`src/rtl/add_seq_pkg.sv`:
```
// Shared definitions for the chunked sequential adder: FSM encoding and default sizes.
package add_seq_pkg;

    typedef enum logic [1:0] {
        IDLE = 2'd0,
        RUN  = 2'd1,
        DONE = 2'd2
    } add_seq_state_t;

    localparam int DEFAULT_WIDTH = 32;
    localparam int DEFAULT_CHUNK = 8;

endpackage

```
`src/rtl/add_seq_add_chunk.sv`:
```
// CHUNK-bit ripple-carry adder built from full adders; also exposes the carry into the MSB.
module add_chunk
    import add_seq_pkg::*;
#(
    parameter int CHUNK = DEFAULT_CHUNK
) (
    input  logic [CHUNK-1:0] A,
    input  logic [CHUNK-1:0] B,
    input  logic             c_in,
    output logic [CHUNK-1:0] sum,
    output logic             c_out,
    output logic             c_msb
);

    // Each stage owns its own carry nets so the ripple chain is not one self-referencing vector.
    for (genvar i = 0; i < CHUNK; i++) begin : g_fa
        logic w_ci;
        logic w_co;
        if (i == 0) begin : g_first
            assign w_ci = c_in;
        end else begin : g_next
            assign w_ci = g_fa[i-1].w_co;
        end
        assign sum[i] = A[i] ^ B[i] ^ w_ci;
        assign w_co   = (A[i] & B[i]) | (w_ci & (A[i] ^ B[i]));
    end

    assign c_out = g_fa[CHUNK-1].w_co;
    assign c_msb = g_fa[CHUNK-1].w_ci;

endmodule

```
`src/rtl/add_seq.sv`:
```
// Sequential adder processing CHUNK bits per cycle over WIDTH-bit operands.
// Optional subtraction (port sub) is enabled by defining ADD_SEQ_SUB_EN.
module add_seq
    import add_seq_pkg::*;
#(
    parameter int WIDTH = DEFAULT_WIDTH,
    parameter int CHUNK = DEFAULT_CHUNK
) (
    input  logic             clk,
    input  logic             rst,
    input  logic             start,
    input  logic [WIDTH-1:0] A,
    input  logic [WIDTH-1:0] B,
    input  logic             c_in,
`ifdef ADD_SEQ_SUB_EN
    input  logic             sub,
`endif
    output logic             busy,
    output logic             done,
    output logic [WIDTH-1:0] sum,
    output logic             c_out,
    output logic             ovf
);

    localparam int NCHUNK = WIDTH / CHUNK;
    localparam int IDXW   = (NCHUNK > 1) ? $clog2(NCHUNK) : 1;
    localparam logic [IDXW-1:0] LAST_IDX = IDXW'(NCHUNK - 1);

    if ((WIDTH % CHUNK) != 0 || CHUNK < 1) begin : g_bad_cfg
        $error("add_seq: WIDTH must be a positive integer multiple of CHUNK");
    end

    add_seq_state_t r_state;
    add_seq_state_t w_state_next;

    logic [WIDTH-1:0] r_a;
    logic [WIDTH-1:0] r_b;
    logic [WIDTH-1:0] r_sum;
    logic [IDXW-1:0]  r_idx;
    logic             r_carry;
    logic             r_cout;
    logic             r_ovf;

    logic             w_sub;
    logic             w_accept;
    logic             w_last;
    logic [CHUNK-1:0] w_a_chunk;
    logic [CHUNK-1:0] w_b_chunk;
    logic [CHUNK-1:0] w_sum_chunk;
    logic             w_cout_chunk;
    logic             w_cmsb_chunk;

`ifdef ADD_SEQ_SUB_EN
    assign w_sub = sub;
`else
    assign w_sub = 1'b0;
`endif

    assign w_accept  = start && (r_state == IDLE || r_state == DONE);
    assign w_last    = (r_idx == LAST_IDX);
    assign w_a_chunk = r_a[r_idx*CHUNK +: CHUNK];
    assign w_b_chunk = r_b[r_idx*CHUNK +: CHUNK];

    add_chunk #(.CHUNK(CHUNK)) u_add_chunk (
        .A     (w_a_chunk),
        .B     (w_b_chunk),
        .c_in  (r_carry),
        .sum   (w_sum_chunk),
        .c_out (w_cout_chunk),
        .c_msb (w_cmsb_chunk)
    );

    always_comb begin
        w_state_next = r_state;
        case (r_state)
            IDLE:    if (start) w_state_next = RUN;
            RUN:     if (w_last) w_state_next = DONE;
            DONE:    w_state_next = start ? RUN : IDLE;
            default: w_state_next = IDLE;
        endcase
    end

    always_ff @(posedge clk) begin
        if (rst) begin
            r_state <= IDLE;
        end else begin
            r_state <= w_state_next;
        end
    end

    always_ff @(posedge clk) begin
        if (rst) begin
            r_a     <= '0;
            r_b     <= '0;
            r_sum   <= '0;
            r_idx   <= '0;
            r_carry <= 1'b0;
            r_cout  <= 1'b0;
            r_ovf   <= 1'b0;
        end else if (w_accept) begin
            // Subtraction is A + ~B + 1, so the captured carry is forced high.
            r_a     <= A;
            r_b     <= w_sub ? ~B : B;
            r_carry <= w_sub ? 1'b1 : c_in;
            r_sum   <= '0;
            r_idx   <= '0;
        end else if (r_state == RUN) begin
            r_sum[r_idx*CHUNK +: CHUNK] <= w_sum_chunk;
            r_carry <= w_cout_chunk;
            r_idx   <= r_idx + 1'b1;
            if (w_last) begin
                r_cout <= w_cout_chunk;
                r_ovf  <= w_cmsb_chunk ^ w_cout_chunk;
            end
        end
    end

    assign busy  = (r_state == RUN);
    assign done  = (r_state == DONE);
    assign sum   = r_sum;
    assign c_out = r_cout;
    assign ovf   = r_ovf;

endmodule

```
`config.mk`:
```
export PLATFORM = sky130hd
export DESIGN_NAME = add_seq
export DESIGN_NICKNAME = d
export VERILOG_FILES = /design/src/rtl/add_seq_pkg.sv /design/src/rtl/add_seq_add_chunk.sv /design/src/rtl/add_seq.sv
export SDC_FILE = /design/constraint.sdc
export NUM_CORES = 1
export LEC_CHECK = 0
export ABC_AREA = 0
export ABC_CLOCK_PERIOD_IN_PS = 9950
export CORE_UTILIZATION = 54
export CTS_BUF_LIST = sky130_fd_sc_hd__clkbuf_16
export CTS_CLUSTER_SIZE = 16
export DETAILED_ROUTE_END_ITERATION = 10
export PLACE_DENSITY = 0.86
export SLEW_MARGIN = 20
export SYNTH_ARGS = -nofsm -noshare
export SYNTH_HDL_FRONTEND = slang
export SYNTH_SLANG_ARGS = --single-unit
```
`constraint.sdc`:
```
create_clock -name clk -period 9.95 [get_ports clk]
set_input_delay 2.985 -clock clk [delete_from_list [all_inputs] [get_ports clk]]
set_output_delay 2.985 -clock clk [all_outputs]
set_load 0.005 [all_outputs]
```
==> results.sh <==
export IMPL_status="complete, no violations"
export IMPL_tritoncts="built"
export IMPL_crit_type="reg -> out"
export IMPL_syn_area_um2=4422
export IMPL_fin_crit_sh_pct=51.88
export IMPL_routed_wl_um=10410
export IMPL_fin_skew_ns=0.009242
export IMPL_p_per_area_nw_per_um2=155.6
export IMPL_area_growth_pct=28.44
export IMPL_antenna_found_initial=0
export IMPL_dieHeight_um=92.49
export IMPL_postCtsResizedCells=0
export IMPL_cp_arrival_ns=2.18
export IMPL_endpoint_kind="output port"
export IMPL_coreArea_um2=7807
export IMPL_holdCritStartpoint="r_a[29]"
export IMPL_root_buffer="clkbuf_16"
export IMPL_dr_pass1_iters=5
export IMPL_antenna_left=0
export IMPL_worstPathRequired_ns=6.97
export IMPL_syn_inst=486
export IMPL_io_pins=104
export IMPL_cts_setup_buffers=0
export IMPL_dp_cells=659
export IMPL_slew_headroom_pct=51.28
export IMPL_power_total_mw=0.8835
export IMPL_ys_seq_elements=103
export IMPL_cts_path_max_buffers=2
export IMPL_grt_use_total_pct=25.73
export IMPL_startpoint="r_state[0]"
export IMPL_synthesis_nets=568
export IMPL_syn_avg_cell_area_um2=9.098
export IMPL_cts_clk_slew_worst_paths_ns=0.07
export IMPL_power_switching_mw=0.2278
export IMPL_final_instance_count_excl_fill=675
export IMPL_rsz0062_at_grt="false"
export IMPL_ir_worst_vdd_v=0.0001137
export IMPL_wl_per_cell_um=15.42
export IMPL_post_dp_cell_area_um2=5406
export IMPL_drv_cap=0
export IMPL_port_buffers=103
export IMPL_die_w_um=92.49
export IMPL_cts_buffers_inserted=9
export IMPL_slew_violations=0
export IMPL_grt_overflow_total=0
export IMPL_grt_pass1_wl_um=17010
export IMPL_cellLeakagePower_nw=2.043
export IMPL_clock_latency_ns=0.34
export IMPL_hold_buffers=0
export IMPL_clkPwrFrac_pct=36.4
export IMPL_finalSetupViolCount=0
export IMPL_worstSetupStartpointType="register"
export IMPL_grt_max_degree=72
export IMPL_nFillCells=556
export IMPL_hpwlAfterDp_um=7417
export IMPL_comb_power_share_pct=13.7
export IMPL_ys_types=32
export IMPL_ys_seq_area_share_pct=46.63
export IMPL_layout_drive_gt1_share_pct=7.504
export IMPL_drc=0
export IMPL_hold_violations=0
export IMPL_cts_sinks=103
export IMPL_power_frac_seq_pct=49.9
export IMPL_max_freq_ghz=0.1937
export IMPL_grt_pass1_vias=3691
export IMPL_internal_power_mw=0.6556
export IMPL_htree_levels=3
export IMPL_vias=3757
export IMPL_final_util_pct=72.74
export IMPL_worstHoldPathType="reg -> reg"
export IMPL_worst_slew_pin_slew_ns=0.7308
export IMPL_gp_congestion=0.8625
export IMPL_drt_vias_per_instance=5.566
export IMPL_yosys_warnings=0
export IMPL_rr_startpoint="r_idx[0]"
export IMPL_final_area_um2=5679
export IMPL_antenna_cells=0
export IMPL_rows=32
export IMPL_die_area_um2=8554
export IMPL_start_util_pct=56.63
export IMPL_fin_crit_ns=5.162
export IMPL_finalSetupTns_ns=0
export IMPL_drt_iter0_drc=172
export IMPL_cp_max_fo=10
export IMPL_swShare_pct=25.79
export IMPL_fin_nets=650
cells by family (layout without fill, tap and decap cells):
family,Yosys count,count (layout),share of synthesized area (%)
AOI/OAI and AO/OA,100,100,13.47
DFF,103,103,46.63
xor gates and xnor gates,2,2,0.3962
buffers and inverters,70,157,7.781
muxes,19,19,8.829
and+or+nand+nor,178,178,17.57
adders and majority gates,14,14,5.320
per-stage QoR:
step | hold WS, ns | worst slack (ns)
2_1_floorplan | 0.4331 | 5.704
3_3_place_gp | 0.4396 | 4.986
3_5_place_dp | 0.4437 | 4.949
4_1_cts | 0.4534 | 4.793
5_1_grt | 0.4672 | 4.663
6_report | 0.4518 | 4.788
final timing paths:
| path | end | slack [ns] | cells past startpoint |
|---|---|---|---|
| max reg2reg | sum[31] | 4.96 | 16 |
| min | r_a[29] | 0.45 | 2 |
| min reg2reg | r_a[29] | 0.45 | 2 |
| max | busy | 4.79 | 2 |
per-layer routing:
| layer | part of all wire [%] | vias to the layer above | global-route usage (%) |
|---|---|---|---|
| met5 | 0 | - | 0 |
| met3 | 6.0 | 23 | 5.747 |
| met1 | 42 | 1770 | 31.34 |
| met2 | 50 | 159 | 43.09 |
| met4 | 2.6 | 0 | 12.24 |
| li1 | - | 1805 | - |
Yosys cell counts:
| library cell | number | area (um^2) |
|---|---|---|
| nor2b_1 | 4 | 25.02 |
| a21oi_1 | 75 | 375.4 |
| a32o_1 | 8 | 80.08 |
| buf_1 | 4 | 15.01 |
| clkbuf_1 | 11 | 41.29 |
| fa_1 | 8 | 160.2 |
| nand3_1 | 3 | 15.01 |
| nand2b_1 | 1 | 6.260 |
| mux2i_1 | 3 | 30.03 |
| and4b_1 | 1 | 10.01 |
| o22ai_1 | 2 | 12.51 |
| mux4_2 | 16 | 360.4 |
| nor4bb_1 | 1 | 10.01 |
| nor3_4 | 1 | 16.27 |
| buf_6 | 5 | 56.30 |
| inv_1 | 33 | 123.9 |
| buf_2 | 8 | 40.04 |
| nand4_1 | 8 | 50.05 |
| nor2_1 | 13 | 48.80 |
| o32ai_1 | 6 | 52.55 |
| nand2b_4 | 1 | 13.76 |
| nand3_2 | 1 | 10.01 |
| nand3b_1 | 4 | 30.03 |
| nand4b_2 | 1 | 15.01 |
| buf_4 | 9 | 67.56 |
| o21ai_0 | 1 | 5.000 |
| a32oi_1 | 8 | 70.07 |
| nand2_1 | 138 | 518.0 |
| ha_1 | 6 | 75.07 |
| xnor2_1 | 2 | 17.52 |
| and3b_1 | 1 | 8.760 |
| dfxtp_1 | 103 | 2062 |
worst max-delay path: stages (launching register included):
cell	delay, ns
dfxtp_1	0.60
nor2b_1	0.61
clkdlybuf4s50_1	0.63
area by class of cell:
type | count | area (um^2) | share of cell area [%]
sequential | 103 | 2062 | 36.31
multi-input combinational | 313 | 2029 | 35.73
timing repair buffer | 108 | 1064 | 18.73
clock buffer | 9 | 225.2 | 3.966
tap | 102 | 127.6 | 2.247
inverter | 33 | 123.9 | 2.181
clock inverter | 7 | 47.55 | 0.8372
placed cells by master (no fill, tap or decap), types with 2 or more instances in the layout:
cell type,n
dfxtp_1,103
clkbuf_16,9
buf_4,5
o32ai_1,6
nand3b_1,4
o22ai_1,2
a32o_1,8
nand3_1,3
clkdlybuf4s50_1,102
nor2b_1,3
inv_1,33
mux2i_1,3
clkinvlp_4,4
mux4_2,16
fa_1,8
a21oi_1,75
nor2_1,13
xnor2_1,2
ha_1,6
nand2_1,138
nand4_1,8
a32oi_1,8
registers in the layout, indices dropped and copies added, names as in the netlist:
name and flops:
r_a 32, r_state 2, c_out 1, ovf 1
sum 32, r_carry 1, r_idx 2, r_b 32
power groups by stage:
stage,Clock [mW],Combinational [mW],Sequential [mW]
floorplan,0,0.0779,0.446
global placement,0,0.116,0.449
detailed placement,0,0.119,0.451
CTS,0.325,0.120,0.441
global route,0.343,0.132,0.443
finish,0.322,0.121,0.441
Power figures use the tool's default switching activity.
